<file path="config.mk">
export PLATFORM = sky130hd
export DESIGN_NAME = box_overlay_flat
export DESIGN_NICKNAME = d
export VERILOG_FILES = /design/src/rtl/box_overlay_pkg.sv /design/src/rtl/box_overlay_if.sv /design/src/rtl/box_overlay_video_pos_counter.sv /design/src/rtl/box_overlay.sv /design/src/flat_wrapper.sv
export SDC_FILE = /design/constraint.sdc
export NUM_CORES = 1
export LEC_CHECK = 0
export CAP_MARGIN = 40
export CORE_ASPECT_RATIO = 0.5
export CORE_MARGIN = 1.5
export CORE_UTILIZATION = 40
export DETAILED_ROUTE_END_ITERATION = 10
export PLACE_DENSITY = 0.71
export SLEW_MARGIN = 40
export SYNTH_ARGS = -nofsm -noshare
export SYNTH_HDL_FRONTEND = slang
export SYNTH_HIERARCHICAL = 1
export SYNTH_SLANG_ARGS = --single-unit
</file>
<file path="constraint.sdc">
create_clock -name pixelclk -period 7.9 [get_ports pixelclk]
set_clock_uncertainty 0.2 [all_clocks]
set_input_delay 1.58 -clock pixelclk [delete_from_list [all_inputs] [get_ports pixelclk]]
set_output_delay 1.58 -clock pixelclk [all_outputs]
set_load 0.01 [all_outputs]
</file>
<file path="src/rtl/box_overlay_pkg.sv">
// Shared types for the box overlay: FSM encoding, coordinate width, box record
// and the candidate validity rule.
package box_overlay_pkg;
  localparam int COORD_W = 12;
  localparam logic [COORD_W-1:0] COORD_MAX = '1;
  localparam logic [23:0] DEF_BOX_COLOR = 24'hFF0000;

  typedef enum logic [2:0] {
    ST_IDLE   = 3'b001,
    ST_TRACK  = 3'b010,
    ST_LOCKED = 3'b100
  } state_t;

  typedef logic [COORD_W-1:0] coord_t;

  typedef struct packed {
    coord_t l;
    coord_t r;
    coord_t t;
    coord_t b;
  } box_t;

  // A box is usable only if it has positive extent and lies inside the frame.
  function automatic logic box_ok(input box_t bx, input int unsigned width);
    return (bx.l < bx.r) && (bx.t < bx.b) &&
           (32'(bx.r) < width) && (bx.b < COORD_MAX);
  endfunction
endpackage

</file>
<file path="src/rtl/box_overlay_if.sv">
// Video stream plus box coordinates in, overlaid video stream out.
interface box_overlay_if #(parameter int DW = 24) ();
  import box_overlay_pkg::*;
  logic [DW-1:0] i_rgb;
  logic          i_hs;
  logic          i_vs;
  logic          i_de;
  coord_t        hcount_l;
  coord_t        hcount_r;
  coord_t        vcount_l;
  coord_t        vcount_r;
  logic [DW-1:0] o_rgb;
  logic          o_hs;
  logic          o_vs;
  logic          o_de;
  logic          box_valid;

  modport master (
    output i_rgb, i_hs, i_vs, i_de, hcount_l, hcount_r, vcount_l, vcount_r,
    input  o_rgb, o_hs, o_vs, o_de, box_valid
  );

  modport slave (
    input  i_rgb, i_hs, i_vs, i_de, hcount_l, hcount_r, vcount_l, vcount_r,
    output o_rgb, o_hs, o_vs, o_de, box_valid
  );
endinterface

</file>
<file path="src/rtl/box_overlay_video_pos_counter.sv">
// Pixel position tracker: x within the active line, y within the frame, and
// the frame-start strobe (vs falling edge).
module video_pos_counter
  import box_overlay_pkg::*;
(
  input  logic   pixelclk,
  input  logic   reset,
  input  logic   de,
  input  logic   vs,
  output coord_t x,
  output coord_t y,
  output logic   frame_start
);
  logic de_q, vs_q;

  assign frame_start = vs_q & ~vs;

  // x holds the index of the pixel currently on de; it is pre-cleared during blanking.
  always_ff @(posedge pixelclk or posedge reset) begin
    if (reset) begin
      de_q <= 1'b0;
      vs_q <= 1'b0;
      x    <= '0;
      y    <= '0;
    end else begin
      de_q <= de;
      vs_q <= vs;
      if (!de)
        x <= '0;
      else if (x != COORD_MAX)
        x <= x + 1'b1;
      if (frame_start)
        y <= '0;
      else if (de_q && !de && (y != COORD_MAX))
        y <= y + 1'b1;
    end
  end
endmodule

</file>
<file path="src/rtl/box_overlay.sv">
// Draws a stabilised rectangle border over a video stream with a fixed
// two-clock latency; the box is only drawn once it has held still for a while.
module box_overlay
  import box_overlay_pkg::*;
#(
  parameter int                        IMG_WIDTH_LINE = 1920,
  parameter int                        IMG_WIDTH_DATA = 24,
  parameter int                        LINE_W         = 2,
  parameter logic [IMG_WIDTH_DATA-1:0] BOX_COLOR      = IMG_WIDTH_DATA'(DEF_BOX_COLOR),
  parameter int                        STABLE_FRAMES  = 2
) (
  input  logic          pixelclk,
  input  logic          reset,
  box_overlay_if.slave  vif
);
  coord_t x, y;
  logic   frame_start;

  video_pos_counter u_pos (
    .pixelclk    (pixelclk),
    .reset       (reset),
    .de          (vif.i_de),
    .vs          (vif.i_vs),
    .x           (x),
    .y           (y),
    .frame_start (frame_start)
  );

  box_t       box_in, cand, cand_nxt, draw, draw_nxt;
  state_t     state, state_nxt;
  logic [3:0] stab_cnt, stab_nxt;
  logic       in_ok, same, box_valid;

  assign box_in = '{l: vif.hcount_l, r: vif.hcount_r, t: vif.vcount_l, b: vif.vcount_r};
  assign in_ok  = box_ok(box_in, IMG_WIDTH_LINE);
  assign same   = (box_in == cand);

  always_ff @(posedge pixelclk or posedge reset) begin
    if (reset) begin
      state    <= ST_IDLE;
      stab_cnt <= '0;
      cand     <= '0;
      draw     <= '0;
    end else begin
      state    <= state_nxt;
      stab_cnt <= stab_nxt;
      cand     <= cand_nxt;
      draw     <= draw_nxt;
    end
  end

  // Everything moves only at frame start, so the drawn box never tears mid-frame.
  always_comb begin
    state_nxt = state;
    stab_nxt  = stab_cnt;
    cand_nxt  = cand;
    draw_nxt  = draw;
    if (frame_start) begin
      cand_nxt = box_in;
      case (state)
        ST_IDLE: begin
          if (in_ok) begin
            stab_nxt  = 4'd1;
            state_nxt = (STABLE_FRAMES == 1) ? ST_LOCKED : ST_TRACK;
          end
        end
        ST_TRACK: begin
          if (!in_ok) begin
            stab_nxt  = '0;
            state_nxt = ST_IDLE;
          end else if (same) begin
            stab_nxt = stab_cnt + 4'd1;
            if (32'(stab_nxt) >= STABLE_FRAMES) state_nxt = ST_LOCKED;
          end else begin
            stab_nxt = 4'd1;
          end
        end
        ST_LOCKED: begin
          if (!in_ok) begin
            stab_nxt  = '0;
            state_nxt = ST_IDLE;
          end else if (!same) begin
            stab_nxt  = 4'd1;
            state_nxt = ST_TRACK;
          end
        end
        default: begin
          stab_nxt  = '0;
          state_nxt = ST_IDLE;
        end
      endcase
      if (state_nxt == ST_LOCKED) draw_nxt = box_in;
    end
  end

  assign box_valid     = (state == ST_LOCKED);
  assign vif.box_valid = box_valid;

  // One extra bit of headroom keeps x+LINE_W and l+LINE_W from wrapping.
  logic [COORD_W:0] x13, y13, l13, r13, t13, b13, lw13;
  logic             in_box, edge_px, border;

  assign x13  = {1'b0, x};
  assign y13  = {1'b0, y};
  assign l13  = {1'b0, draw.l};
  assign r13  = {1'b0, draw.r};
  assign t13  = {1'b0, draw.t};
  assign b13  = {1'b0, draw.b};
  assign lw13 = (COORD_W+1)'(LINE_W);

  assign in_box  = (x13 >= l13) && (x13 <= r13) && (y13 >= t13) && (y13 <= b13);
  assign edge_px = (x13 < l13 + lw13) || (x13 + lw13 > r13) ||
                   (y13 < t13 + lw13) || (y13 + lw13 > b13);
  assign border  = box_valid && vif.i_de && in_box && edge_px;

  logic [1:0]                hs_p, vs_p, vld_pipe;
  logic                      border_q;
  logic [IMG_WIDTH_DATA-1:0] rgb_q, rgb_o;

  always_ff @(posedge pixelclk or posedge reset) begin
    if (reset) begin
      hs_p     <= '0;
      vs_p     <= '0;
      vld_pipe <= '0;
      border_q <= 1'b0;
      rgb_q    <= '0;
      rgb_o    <= '0;
    end else begin
      hs_p     <= {hs_p[0], vif.i_hs};
      vs_p     <= {vs_p[0], vif.i_vs};
      vld_pipe <= {vld_pipe[0], vif.i_de};
      border_q <= border;
      rgb_q    <= vif.i_rgb;
      rgb_o    <= vld_pipe[0] ? (border_q ? BOX_COLOR : rgb_q) : '0;
    end
  end

  assign vif.o_hs  = hs_p[1];
  assign vif.o_vs  = vs_p[1];
  assign vif.o_de  = vld_pipe[1];
  assign vif.o_rgb = rgb_o;
endmodule

</file>
<file path="src/flat_wrapper.sv">
// flat-port wrapper written by rule: the top's interface ports become plain ports
module box_overlay_flat import box_overlay_pkg::*;
#(
  parameter int                        IMG_WIDTH_LINE = 1920,
  parameter int                        IMG_WIDTH_DATA = 24,
  parameter int                        LINE_W         = 2,
  parameter logic [IMG_WIDTH_DATA-1:0] BOX_COLOR      = IMG_WIDTH_DATA'(DEF_BOX_COLOR),
  parameter int                        STABLE_FRAMES  = 2
)
  (pixelclk, reset, vif_i_rgb, vif_i_hs, vif_i_vs, vif_i_de, vif_hcount_l, vif_hcount_r, vif_vcount_l, vif_vcount_r, vif_o_rgb, vif_o_hs, vif_o_vs, vif_o_de, vif_box_valid);
  box_overlay_if vif_i ();
  input  logic pixelclk;
  input  logic reset;
  input wire logic [$bits(vif_i.i_rgb)-1:0] vif_i_rgb;
  input wire logic [$bits(vif_i.i_hs)-1:0] vif_i_hs;
  input wire logic [$bits(vif_i.i_vs)-1:0] vif_i_vs;
  input wire logic [$bits(vif_i.i_de)-1:0] vif_i_de;
  input wire logic [$bits(vif_i.hcount_l)-1:0] vif_hcount_l;
  input wire logic [$bits(vif_i.hcount_r)-1:0] vif_hcount_r;
  input wire logic [$bits(vif_i.vcount_l)-1:0] vif_vcount_l;
  input wire logic [$bits(vif_i.vcount_r)-1:0] vif_vcount_r;
  output wire logic [$bits(vif_i.o_rgb)-1:0] vif_o_rgb;
  output wire logic [$bits(vif_i.o_hs)-1:0] vif_o_hs;
  output wire logic [$bits(vif_i.o_vs)-1:0] vif_o_vs;
  output wire logic [$bits(vif_i.o_de)-1:0] vif_o_de;
  output wire logic [$bits(vif_i.box_valid)-1:0] vif_box_valid;
  assign vif_i.i_rgb = vif_i_rgb;
  assign vif_i.i_hs = vif_i_hs;
  assign vif_i.i_vs = vif_i_vs;
  assign vif_i.i_de = vif_i_de;
  assign vif_i.hcount_l = vif_hcount_l;
  assign vif_i.hcount_r = vif_hcount_r;
  assign vif_i.vcount_l = vif_vcount_l;
  assign vif_i.vcount_r = vif_vcount_r;
  assign vif_o_rgb = vif_i.o_rgb;
  assign vif_o_hs = vif_i.o_hs;
  assign vif_o_vs = vif_i.o_vs;
  assign vif_o_de = vif_i.o_de;
  assign vif_box_valid = vif_i.box_valid;
  box_overlay #(.IMG_WIDTH_LINE(IMG_WIDTH_LINE), .IMG_WIDTH_DATA(IMG_WIDTH_DATA), .LINE_W(LINE_W), .BOX_COLOR(BOX_COLOR), .STABLE_FRAMES(STABLE_FRAMES)) u_core (.pixelclk(pixelclk), .reset(reset), .vif(vif_i));
endmodule
</file>
# --- Word-level counts from Yosys, hierarchy flattened ---
# Index checks and enable logic that the tools add are counted.
word_totals:
  register_bits: 184
  latch_bits: 0
  mem_bits_rw: 0
  romBits: 0
  input_bits: 77
  out_inout_bits: 28
  wordCells: 90
  n_memories: 0
classes:
  addsub: 7
  mul: 0
  div: 0
  magnitude_cmp: 13
  n_eq_ne: 10
  shifts: 0
  muxes: 20
  n_bitwise: 2
  n_reduce_logical: 18
ops:
  columns: ["operator", "count"]
  rows:
  - ["$add A12 B2 Y13 const B", 4]
  - ["$eq A48 B48 Y1", 1]
  - ["$mux W12", 4]
  - ["$mux W24", 2]
  - ["$gt A13 B12 Y1", 2]
  - ["$lt A12 B13 Y1", 2]
  - ["$add A12 B1 Y12 const B", 2]
  - ["$ge A12 B12 Y1", 2]
  - ["$le A12 B12 Y1", 2]
  - ["$lt A12 B12 Y1", 2]
  - ["$ne A12 B12 Y1 const B", 2]
  - ["$mux W3", 7]
  - ["$mux W4", 5]
  - ["$lt A12 B11 Y1 const B", 1]
  - ["$lt A12 B12 Y1 const B", 1]
  - ["$pmux W4 S3", 1]
  - ["$logic_and A1 B1 Y1", 11]
  - ["$pmux W3 S3", 1]
  - ["$eq A3 B3 Y1 const B", 2]
  - ["$add A4 B1 Y4 const B", 1]
  - ["$ge A4 B2 Y1 const B", 1]
  - ["$ne A2 B1 Y1 const B", 2]
  - ["$eq A3 B1 Y1 const B", 1]
  - ["$eq A3 B2 Y1 const B", 1]
  - ["other kinds (8)", 10]

# --- Longest topological paths before layout ---
# Gate-level depths: netlist (run 1).
logic_depth:
  word_depth: 9
  mapped_depth: 13
  ltp_nobuf: 13

# --- By module ---
# Netlist (run 1), hierarchy kept.
by_module_without_submodules:
  columns: ["module", "instances", "cells_each", "area_each_um2", "seq_area_each_um2"]
  rows:
  - ["box_overlay", 1, 847, 9482.8, 3955.0]
  - ["video_pos_counter", 1, 141, 1421.4, 650.6]

# --- Worst setup path after synthesis (run 1) ---
# No wires, ideal clock.
synth_path:
  path_kind: "input to register"
  from: "in vif_vcount_r[2]"
  to: "reg u_core/draw[19] (netlist bit)"
  setup_ns: 0.125
  arrival_ns: 3.814
  required_time_ns: 7.575
  setup_slack_ns: 3.762
  path_stages: 11
  n_path_buf: 2
  path_cell_list: "inv_1 -> ha_1 -> a211o_1 -> a31oi_1 -> nor3_1 -> o311a_1 -> nor4_2 -> and3_1 -> buf_4 -> buf_6 -> mux2_2"
synth_via:
  elab_chain_len: 9
  elab_cells_between_ends: 15
  cone_classes: "order compare (2); eq/ne (2); mux (7); reduce/logical (4)"
synth_rtl:
  columns: ["element", "line", "rtl"]
  rows:
  - ["start: declaration", "flat_wrapper.sv:21", "input wire logic [$bits(vif_i.vcount_r)-1:0] vif_vcount_r;"]
  - ["$lt A12 B12 Y1", "box_overlay_pkg.sv:25", "return (bx.l < bx.r) && (bx.t < bx.b) &&"]
  - ["$logic_and A1 B1 Y1 (2 in a row)", "box_overlay_pkg.sv:25", null]
  - ["$logic_and A1 B1 Y1", "box_overlay_pkg.sv:26", "(32'(bx.r) < width) && (bx.b < COORD_MAX);"]
  - ["$mux W3, on equally long branches", "box_overlay.sv:79, box_overlay.sv:62, box_overlay.sv:68", null]
  - ["$pmux W3 S3 *", "box_overlay.sv:60", "case (state)"]
  - ["$mux W3 *", "box_overlay.sv:58", "if (frame_start) begin"]
  - ["$eq A3 B3 Y1 *", "box_overlay.sv:92", "if (state_nxt == ST_LOCKED) draw_nxt = box_in;"]
  - ["$reduce_and A2 Y1 (no source line) *", null, null]
  - ["end signal: assignment", "box_overlay.sv:48", "draw <= draw_nxt;"]
  - ["end: declaration", "box_overlay.sv:29", "box_t box_in, cand, cand_nxt, draw, draw_nxt;"]
# Every way passes the cells marked *; elsewhere a longest branch is shown, timed or not. The select of a mux whose other input is x is not followed.
# A chain may end at the register's enable or synchronous reset.

# --- Final worst setup path (run 1) ---
# Same ends and word-level chain as after synthesis.

==> metrics.txt, run 1 <==
# TYPE chip_impl_metric gauge
chip_impl_metric{name="syn_nets",unit=""} 1187
chip_impl_info{name="timing.rr.start",value="u_core/u_pos/y[3]$_DFFE_PP0P_"} 1
chip_impl_info{name="worstSetupStartpoint",value="vif_vcount_r[2]"} 1
chip_impl_metric{name="grt_max_degree",unit=""} 97
chip_impl_info{name="setup.worst_path.class",value="primary input to flip-flop"} 1
chip_impl_metric{name="start_util",unit="%"} 41.0
chip_impl_metric{name="clk_latency",unit="ns"} 0.45
chip_impl_metric{name="gp_congestion",unit=""} 0.959
chip_impl_info{name="critical_path.endpoint_type",value="flip-flop"} 1
chip_impl_info{name="timing.hold.worst.class",value="flip-flop to flip-flop"} 1
chip_impl_info{name="critical_path.slowest_cell",value="sky130_fd_sc_hd__and3_4"} 1
chip_impl_metric{name="setup.reg_to_reg.worst_slack",unit="ns"} 4.28
chip_impl_metric{name="cts_resized",unit=""} 0
chip_impl_metric{name="relative_slew_slack",unit="%"} 47.7
chip_impl_info{name="run_status",value="completed"} 1
chip_impl_metric{name="timing_max_transition_violations_final",unit=""} 0
chip_impl_info{name="r2r_end",value="u_core/border_q$_DFF_PP0_"} 1
chip_impl_metric{name="synth_top_area_share",unit="%"} 42.0
chip_impl_metric{name="postLayoutCoreUtil",unit="%"} 48.6
chip_impl_info{name="tritoncts",value="built"} 1
chip_impl_metric{name="register_bit_total_from_synthesis",unit=""} 184
chip_impl_metric{name="io_buffers",unit=""} 104
chip_impl_metric{name="final-hold-violation-count",unit=""} 0
chip_impl_metric{name="grt_use_total",unit="%"} 19.7
chip_impl_metric{name="ir_drop",unit="mV"} 0.133
chip_impl_metric{name="critPathArrivalTime",unit="ns"} 5.20
chip_impl_metric{name="timing.critical_path.required",unit="ns"} 8.04
chip_impl_metric{name="synth_async_sr_flop_share",unit="%"} 100
chip_impl_metric{name="hold_ws",unit="ns"} 0.155
chip_impl_metric{name="reg2regPathDepth",unit=""} 12
chip_impl_metric{name="number_of_antenna_violating_nets_in_the_routed_design",unit=""} 0
chip_impl_metric{name="max_freq",unit="MHz"} 198
chip_impl_info{name="rsz0062_at_grt",value="no"} 1
chip_impl_metric{name="post-route-worst-setup-slack",unit="ns"} 2.84
chip_impl_metric{name="tightest_slew",unit="ns"} 0.781
chip_impl_metric{name="drt-wirelength-per-cell",unit="microns"} 18.3
chip_impl_info{name="setup.worst_path.end",value="u_core/draw[19]$_DFFE_PP0P_"} 1
chip_impl_metric{name="detailedRoute.firstIterationViolations",unit=""} 626
chip_impl_metric{name="power-per-cell-area",unit="nW/um^2"} 175
chip_impl_metric{name="global_route_wire_length_before_repair",unit="mm"} 43.4
chip_impl_metric{name="synth-edff-count",unit=""} 0
chip_impl_metric{name="synth_sequential_area_ratio",unit="%"} 42.2
chip_impl_metric{name="total_leakage_power",unit="nW"} 5.86
chip_impl_metric{name="maxCapViolCount",unit=""} 0
chip_impl_metric{name="critPathMaxStageDelay",unit="ns"} 0.59
chip_impl_metric{name="via_total_after_detailed_routing",unit=""} 8037
chip_impl_metric{name="die_area",unit="sq um"} 28300
chip_impl_metric{name="die_width",unit="microns"} 236
chip_impl_metric{name="cts.path.max_buffers",unit=""} 2
chip_impl_metric{name="mappedNetlistArea",unit="sq um"} 10900
chip_impl_metric{name="routed_wl",unit="mm"} 26.7
chip_impl_metric{name="timing.final.crit_period",unit="ns"} 5.06
chip_impl_metric{name="drt_drc_violations_left",unit=""} 0
chip_impl_metric{name="synth-warning-count",unit=""} 6
chip_impl_info{name="critical_path.cell_chain",value="clkdlybuf4s50_1 > inv_1 > ha_1 > a211o_1 > a31oi_1 > nor3_1 > o311a_1 > nor4_2 > and3_4 > buf_4 > mux2_2"} 1
chip_impl_metric{name="final_layout_size_suffix_gt1_share",unit="%"} 11.0
chip_impl_metric{name="detailedPlacementHpwl",unit="mm"} 20.2
chip_impl_metric{name="tritoncts_num_sinks",unit=""} 184
chip_impl_metric{name="netlist_instances",unit=""} 988
chip_impl_metric{name="syn_to_final_growth",unit="%"} 18.5
chip_impl_metric{name="syn_area_per_cell",unit="sq um"} 11.0
chip_impl_metric{name="finalSetupViolCount",unit=""} 0
chip_impl_metric{name="cp_max_fo",unit=""} 32
chip_impl_metric{name="htree_levels",unit=""} 4
chip_impl_metric{name="grt_remaining_overflow",unit=""} 0
chip_impl_info{name="commonest_cells_after_routing_fill_and_taps_aside",value="183 x sky130_fd_sc_hd__dfrtp_1, 122 x sky130_fd_sc_hd__ha_1, 104 x sky130_fd_sc_hd__clkdlybuf4s50_1"} 1
chip_impl_metric{name="number_of_hold_buffers_added_after_cts",unit=""} 0
chip_impl_info{name="crit_path_start_kind",value="primary input"} 1
chip_impl_metric{name="finalSetupTns",unit="ns"} 0
chip_impl_metric{name="nets",unit=""} 1294
chip_impl_metric{name="floorplan.io_pins",unit=""} 105
chip_impl_metric{name="path_clk_slew",unit="ns"} 0.07
chip_impl_metric{name="placementRows",unit=""} 42
chip_impl_metric{name="numCtsBuffers",unit=""} 17
chip_impl_info{name="synth.largest_area_cell",value="sky130_fd_sc_hd__dfrtp_1"} 1
chip_impl_metric{name="first_global_vias",unit=""} 8194
chip_impl_metric{name="synth_cell_types",unit=""} 71
chip_impl_info{name="synth_top_flop_cell",value="sky130_fd_sc_hd__dfrtp_1"} 1
chip_impl_metric{name="grt_antenna_before_repair",unit=""} 0
chip_impl_metric{name="core-area",unit="sq um"} 26600
chip_impl_info{name="yosys-top-cells-area",value="sky130_fd_sc_hd__dfrtp_1 42%, sky130_fd_sc_hd__ha_1 14%, sky130_fd_sc_hd__xnor2_1 6.9%"} 1
chip_impl_metric{name="preCtsSetupSlack",unit="ns"} 2.15
chip_impl_info{name="ctsRootBufferMaster",value="sky130_fd_sc_hd__clkbuf_16"} 1
chip_impl_metric{name="min_period_over_period",unit="%"} 64.1
chip_impl_metric{name="post-cts-setup-buffers",unit=""} 0
chip_impl_metric{name="height_of_the_die",unit="microns"} 120
chip_impl_metric{name="antenna-diode-count",unit=""} 0
chip_impl_metric{name="detail_route.first_pass.iterations",unit=""} 5
chip_impl_info{name="layout.cells.most_common",value="sky130_fd_sc_hd__dfrtp_1"} 1
chip_impl_metric{name="detail_route.vias_per_cell",unit=""} 5.50
## worst min path at each step
stage	start	endpoint	slack, ns	depth (start not counted)
after CTS	u_core/hs_p[0]$_DFF_PP0_	u_core/hs_p[1]$_DFF_PP0_	0.16	0
after global placement	u_core/hs_p[0]$_DFF_PP0_	u_core/hs_p[1]$_DFF_PP0_	0.14	0
final	u_core/vs_p[0]$_DFF_PP0_	u_core/vs_p[1]$_DFF_PP0_	0.15	0
after floorplan	u_core/hs_p[0]$_DFF_PP0_	u_core/hs_p[1]$_DFF_PP0_	0.13	0
after global routing	u_core/hs_p[0]$_DFF_PP0_	u_core/hs_p[1]$_DFF_PP0_	0.16	0
after detailed placement	u_core/hs_p[0]$_DFF_PP0_	u_core/hs_p[1]$_DFF_PP0_	0.14	0
## cell usage after synthesis (23+ instances only)
cell and instances:
sky130_fd_sc_hd__xnor2_1 86, sky130_fd_sc_hd__inv_1 85, sky130_fd_sc_hd__nand4_1 41, sky130_fd_sc_hd__nand2_1 34, sky130_fd_sc_hd__mux2_2 63, sky130_fd_sc_hd__ha_1 122
sky130_fd_sc_hd__dfrtp_1 183, sky130_fd_sc_hd__nand3_1 26, sky130_fd_sc_hd__mux2i_1 27, sky130_fd_sc_hd__nor2_1 33, sky130_fd_sc_hd__a21oi_1 23, sky130_fd_sc_hd__o21ai_0 25
## layer usage
layer	part of all wire (%)	vias up	track usage, %
li1	-	3771	-
met1	46	4007	26.1
met2	47	220	32.2
met3	4.6	39	3.38
met4	2.2	0	8.17
met5	0	-	0
## metrics by stage
step | area [sq um] | std cells | total power [W]
finish | 12900 | 1460 | 0.00226
global route | 12900 | 1460 | 0.00236
CTS | 12900 | 1460 | 0.00229
detailed placement | 12300 | 1428 | 0.00137
global placement | 12300 | 1428 | 0.00136
floorplan | 10900 | 988 | 0.00124
## state kept, by name, summed over array words and instances (netlist names), 2 cells and up
register / flops
u_core/rgb_q: 24
u_core/draw: 36
u_core/stab_cnt: 4
u_core/u_pos/x: 12
u_core/state: 3
u_core/vs_p: 2
u_core/hs_p: 2
u_core/b13: 12
u_core/cand: 48
u_core/vif.o_rgb: 24
u_core/vld_pipe: 2
u_core/u_pos/y: 12
## power by group
part / total, W / switching, W / internal, W
registers: 0.00105 / 0.0000468 / 0.00100
logic: 0.000308 / 0.000150 / 0.000159
clock network: 0.000908 / 0.000420 / 0.000488
## cell type report
type / instances / area, sq um
well taps: 352 / 440
repair buffers: 108 / 1080
multi-input cells: 699 / 5840
clock inverters: 14 / 205
clock buffers: 18 / 429
inverters: 85 / 327
flip-flops and latches: 184 / 4610
fillers: 2367 / 13700
## cells by family (layout without fill, tap and decap cells)
family                     after synthesis  in the layout  synth area share (%)
AOI/OAI and AO/OA                      152            152                  10.1
xor gates and xnor gates                90             90                  7.23
adders and majority gates              122            122                  14.0
buffers and inverters                  105            225                  4.29
DFF                                    184            184                  42.2
muxes                                  101            101                  10.1
and+or+nand+nor                        234            234                  12.1
## worst max-delay path, delay by kind of cell
family | cells | cell delay (ns)
AO/OA/AOI/OAI | 3 | 0.86
adder cells (fa/ha/maj) | 1 | 0.30
buffers and inverters | 3 | 1.01
AND/OR/NAND/NOR | 3 | 1.05
multiplexers | 1 | 0.37
Note: power is estimated with default switching activity, not from simulation.
==> inputs of run 2 (changes only) <==
--- a/config.mk
+++ b/config.mk
@@ -10,7 +10,7 @@
 export CORE_MARGIN = 1.5
 export CORE_UTILIZATION = 40
 export DETAILED_ROUTE_END_ITERATION = 10
-export PLACE_DENSITY = 0.71
+export PLACE_DENSITY = 0.73
 export SLEW_MARGIN = 40
 export SYNTH_ARGS = -nofsm -noshare
 export SYNTH_HDL_FRONTEND = slang
==> constraint.sdc (replaced) <==
create_clock -name pixelclk -period 4.36 [get_ports pixelclk]
set_clock_uncertainty 0.2 [all_clocks]
set_input_delay 0.872 -clock pixelclk [delete_from_list [all_inputs] [get_ports pixelclk]]
set_output_delay 0.872 -clock pixelclk [all_outputs]
set_load 0.01 [all_outputs]
==> run 2 against run 1 <==
  * First-iteration DRC count fell by 16%
  * Core utilization rose by 0.39 points
  * Critical path depth did not move
  * Combinational power rose by 86%
  * Sequential power rose by 81%
  * Critical endpoint is now u_core/b13[0]$_DFFE_PP0P_
  * Largest cell class unchanged
  * Highest routed layer unchanged
==> metrics.txt, run 2 (synthesized netlist as in run 1, its figures left out) <==
# TYPE chip_impl_metric gauge
chip_impl_metric{name="io_buffers",unit=""} 104
chip_impl_metric{name="numCtsBuffers",unit=""} 17
chip_impl_metric{name="die_area",unit="sq um"} 28300
chip_impl_metric{name="critPathArrivalTime",unit="ns"} 3.91
chip_impl_info{name="cpLargestDelayFamily",value="compound AO/OA/AOI/OAI gates"} 1
chip_impl_metric{name="core-area",unit="sq um"} 26600
chip_impl_metric{name="grt_use_total",unit="%"} 20.4
chip_impl_metric{name="tightest_slew",unit="ns"} 0.622
chip_impl_metric{name="cts.path.max_buffers",unit=""} 2
chip_impl_info{name="hold_path_end",value="u_core/vs_p[1]$_DFF_PP0_"} 1
chip_impl_metric{name="timing.critical_path.required",unit="ns"} 4.48
chip_impl_metric{name="power-per-cell-area",unit="nW/um^2"} 311
chip_impl_metric{name="final_layout_size_suffix_gt1_share",unit="%"} 12.4
chip_impl_info{name="timing.hold.worst.class",value="flip-flop to flip-flop"} 1
chip_impl_metric{name="largest_reg_flops",unit=""} 48
chip_impl_metric{name="antenna-diode-count",unit=""} 0
chip_impl_metric{name="ir_drop",unit="mV"} 0.271
chip_impl_info{name="min-delay-start",value="u_core/vs_p[0]$_DFF_PP0_"} 1
chip_impl_metric{name="first_global_vias",unit=""} 8346
chip_impl_metric{name="number_of_hold_buffers_added_after_cts",unit=""} 0
chip_impl_metric{name="max_freq",unit="MHz"} 264
chip_impl_info{name="run_status",value="completed"} 1
chip_impl_metric{name="power.total",unit="W"} 0.00405
chip_impl_metric{name="met1_length",unit="mm"} 12.7
chip_impl_metric{name="postLayoutCoreUtil",unit="%"} 49.0
chip_impl_metric{name="die_width",unit="microns"} 236
chip_impl_info{name="commonest_cells_after_routing_fill_and_taps_aside",value="183 x sky130_fd_sc_hd__dfrtp_1, 122 x sky130_fd_sc_hd__ha_1, 104 x sky130_fd_sc_hd__clkdlybuf4s50_1"} 1
chip_impl_info{name="crit_path_start_kind",value="primary input"} 1
chip_impl_metric{name="relative_slew_slack",unit="%"} 58.3
chip_impl_info{name="tritoncts",value="built"} 1
chip_impl_metric{name="post-cts-setup-buffers",unit=""} 0
chip_impl_metric{name="syn_to_final_growth",unit="%"} 19.5
chip_impl_info{name="regMostFlops",value="u_core/cand"} 1
chip_impl_metric{name="timing.final.crit_period",unit="ns"} 3.79
chip_impl_info{name="critical_path.slowest_cell",value="sky130_fd_sc_hd__clkdlybuf4s50_1"} 1
chip_impl_metric{name="height_of_the_die",unit="microns"} 120
chip_impl_metric{name="place.detailed.instances",unit=""} 1444
chip_impl_metric{name="cp_max_fo",unit=""} 44
chip_impl_info{name="layout.cells.most_common",value="sky130_fd_sc_hd__dfrtp_1"} 1
chip_impl_metric{name="routed_wl",unit="mm"} 27.6
chip_impl_metric{name="placementRows",unit=""} 42
chip_impl_metric{name="drt_drc_violations_left",unit=""} 0
chip_impl_info{name="r2r_end",value="u_core/border_q$_DFF_PP0_"} 1
chip_impl_metric{name="global_route_wire_length_before_repair",unit="mm"} 44.8
chip_impl_metric{name="finalSetupViolCount",unit=""} 0
chip_impl_metric{name="grt_antenna_before_repair",unit=""} 0
chip_impl_info{name="critical_path.cell_chain",value="clkdlybuf4s50_1 > inv_1 > ha_1 > a211o_1 > a31oi_1 > nor3_1 > o311a_1 > nor4_2 > and3_2 > buf_12 > mux2_1"} 1
chip_impl_info{name="top_regs",value="u_core/cand (48), u_core/draw (36)"} 1
chip_impl_metric{name="start_util",unit="%"} 41.0
chip_impl_metric{name="clk_latency",unit="ns"} 0.45
chip_impl_info{name="topRoutingLayerUsed",value="met4"} 1
chip_impl_metric{name="detail_route.first_pass.iterations",unit=""} 6
chip_impl_metric{name="htree_levels",unit=""} 4
chip_impl_info{name="rsz0062_at_grt",value="no"} 1
chip_impl_metric{name="grt_max_degree",unit=""} 63
chip_impl_metric{name="maxCapViolCount",unit=""} 0
chip_impl_metric{name="path_clk_slew",unit="ns"} 0.07
chip_impl_metric{name="tritoncts_num_sinks",unit=""} 184
chip_impl_metric{name="fillCellCount",unit=""} 2357
chip_impl_metric{name="floorplan.io_pins",unit=""} 105
chip_impl_metric{name="min_delay_path_depth",unit=""} 0
chip_impl_metric{name="number_of_buffer_and_inverter_instances_along_the_worst_setup_path",unit=""} 3
chip_impl_metric{name="nets",unit=""} 1311
chip_impl_metric{name="final-hold-violation-count",unit=""} 0
chip_impl_metric{name="detail_route.vias_per_cell",unit=""} 5.48
chip_impl_info{name="critical_path.endpoint_type",value="flip-flop"} 1
chip_impl_info{name="timing.rr.start",value="u_core/u_pos/y[1]$_DFFE_PP0P_"} 1
chip_impl_info{name="setup.worst_path.class",value="primary input to flip-flop"} 1
chip_impl_metric{name="cts_resized",unit=""} 0
chip_impl_metric{name="met2WireLength",unit="mm"} 13.1
chip_impl_metric{name="drt-wirelength-per-cell",unit="microns"} 18.7
chip_impl_metric{name="detailedRoute.firstIterationViolations",unit=""} 528
chip_impl_metric{name="number_of_antenna_violating_nets_in_the_routed_design",unit=""} 0
chip_impl_metric{name="final_cells",unit=""} 1477
chip_impl_info{name="ctsRootBufferMaster",value="sky130_fd_sc_hd__clkbuf_16"} 1
chip_impl_metric{name="setup.reg_to_reg.worst_slack",unit="ns"} 0.63
chip_impl_metric{name="grt_remaining_overflow",unit=""} 0
chip_impl_metric{name="via_total_after_detailed_routing",unit=""} 8094
chip_impl_metric{name="gp_congestion",unit=""} 0.953
chip_impl_metric{name="met3RoutedLength",unit="mm"} 1.06
chip_impl_metric{name="reg2regPathDepth",unit=""} 12
chip_impl_metric{name="timing_max_transition_violations_final",unit=""} 0
chip_impl_metric{name="min_period_over_period",unit="%"} 86.9
chip_impl_metric{name="finalSetupTns",unit="ns"} 0
chip_impl_metric{name="detailedPlacementHpwl",unit="mm"} 21.3
chip_impl_metric{name="total_leakage_power",unit="nW"} 5.93
chip_impl_metric{name="critPathMaxStageDelay",unit="ns"} 0.48
==> run 2: changes by cell type in the layout (fill, tap and decap cells not counted), sizes merged <==
cell | before | now
clkinvlp | 2 | 4
buf | 4 | 21
inv | 91 | 92
bufinv | 2 | 1
clkinv | 4 | 2
==> run 2: layer usage <==
layer / vias up / global-route usage [%]
li1: 3802 / -
met1: 4033 / 27.0
met2: 208 / 33.8
met3: 51 / 3.52
met4: 0 / 7.57
met5: - / 0
==> run 2: per-stage QoR <==
stage | setup slack (ns) | hold slack, ns | instance area [sq um]
after floorplan | 0.930 | 0.131 | 10900
after global placement | 0.171 | 0.136 | 12400
after detailed placement | 0.133 | 0.140 | 12400
after CTS | 0.612 | 0.155 | 13000
after global routing | 0.401 | 0.167 | 13000
final | 0.570 | 0.153 | 13000
==> run 2: how the worst max path moves through the flow <==
stage / cells after the start / to / from
3_5_place_dp: 11 / u_core/draw[24]$_DFFE_PP0P_ / vif_vcount_r[2]
4_1_cts: 12 / u_core/draw[27]$_DFFE_PP0P_ / vif_vcount_r[2]
6_report: 11 / u_core/b13[0]$_DFFE_PP0P_ / vif_vcount_r[2]
2_1_floorplan: 11 / u_core/draw[19]$_DFFE_PP0P_ / vif_vcount_r[2]
5_1_grt: 12 / u_core/border_q$_DFF_PP0_ / u_core/u_pos/y[1]$_DFFE_PP0P_
3_3_place_gp: 11 / u_core/draw[24]$_DFFE_PP0P_ / vif_vcount_r[2]
==> run 2: cell type report <==
cell class,instances,area (sq um),area share [%]
Clock buffer,18,429,3.29
Clock inverter,14,170,1.31
Timing Repair Buffer,125,1220,9.39
Sequential cell,184,4610,35.4
Inverter,85,323,2.48
Tap cell,352,440,3.38
Multi-Input combinational cell,699,5830,44.8
==> run 2: power by group <==
group	internal, W	leakage (nW)	switching, W
registers	0.00181	2.24	0.0000867
clock network	0.000823	0.284	0.000750
logic	0.000296	3.41	0.000276
total	0.00293	5.93	0.00111
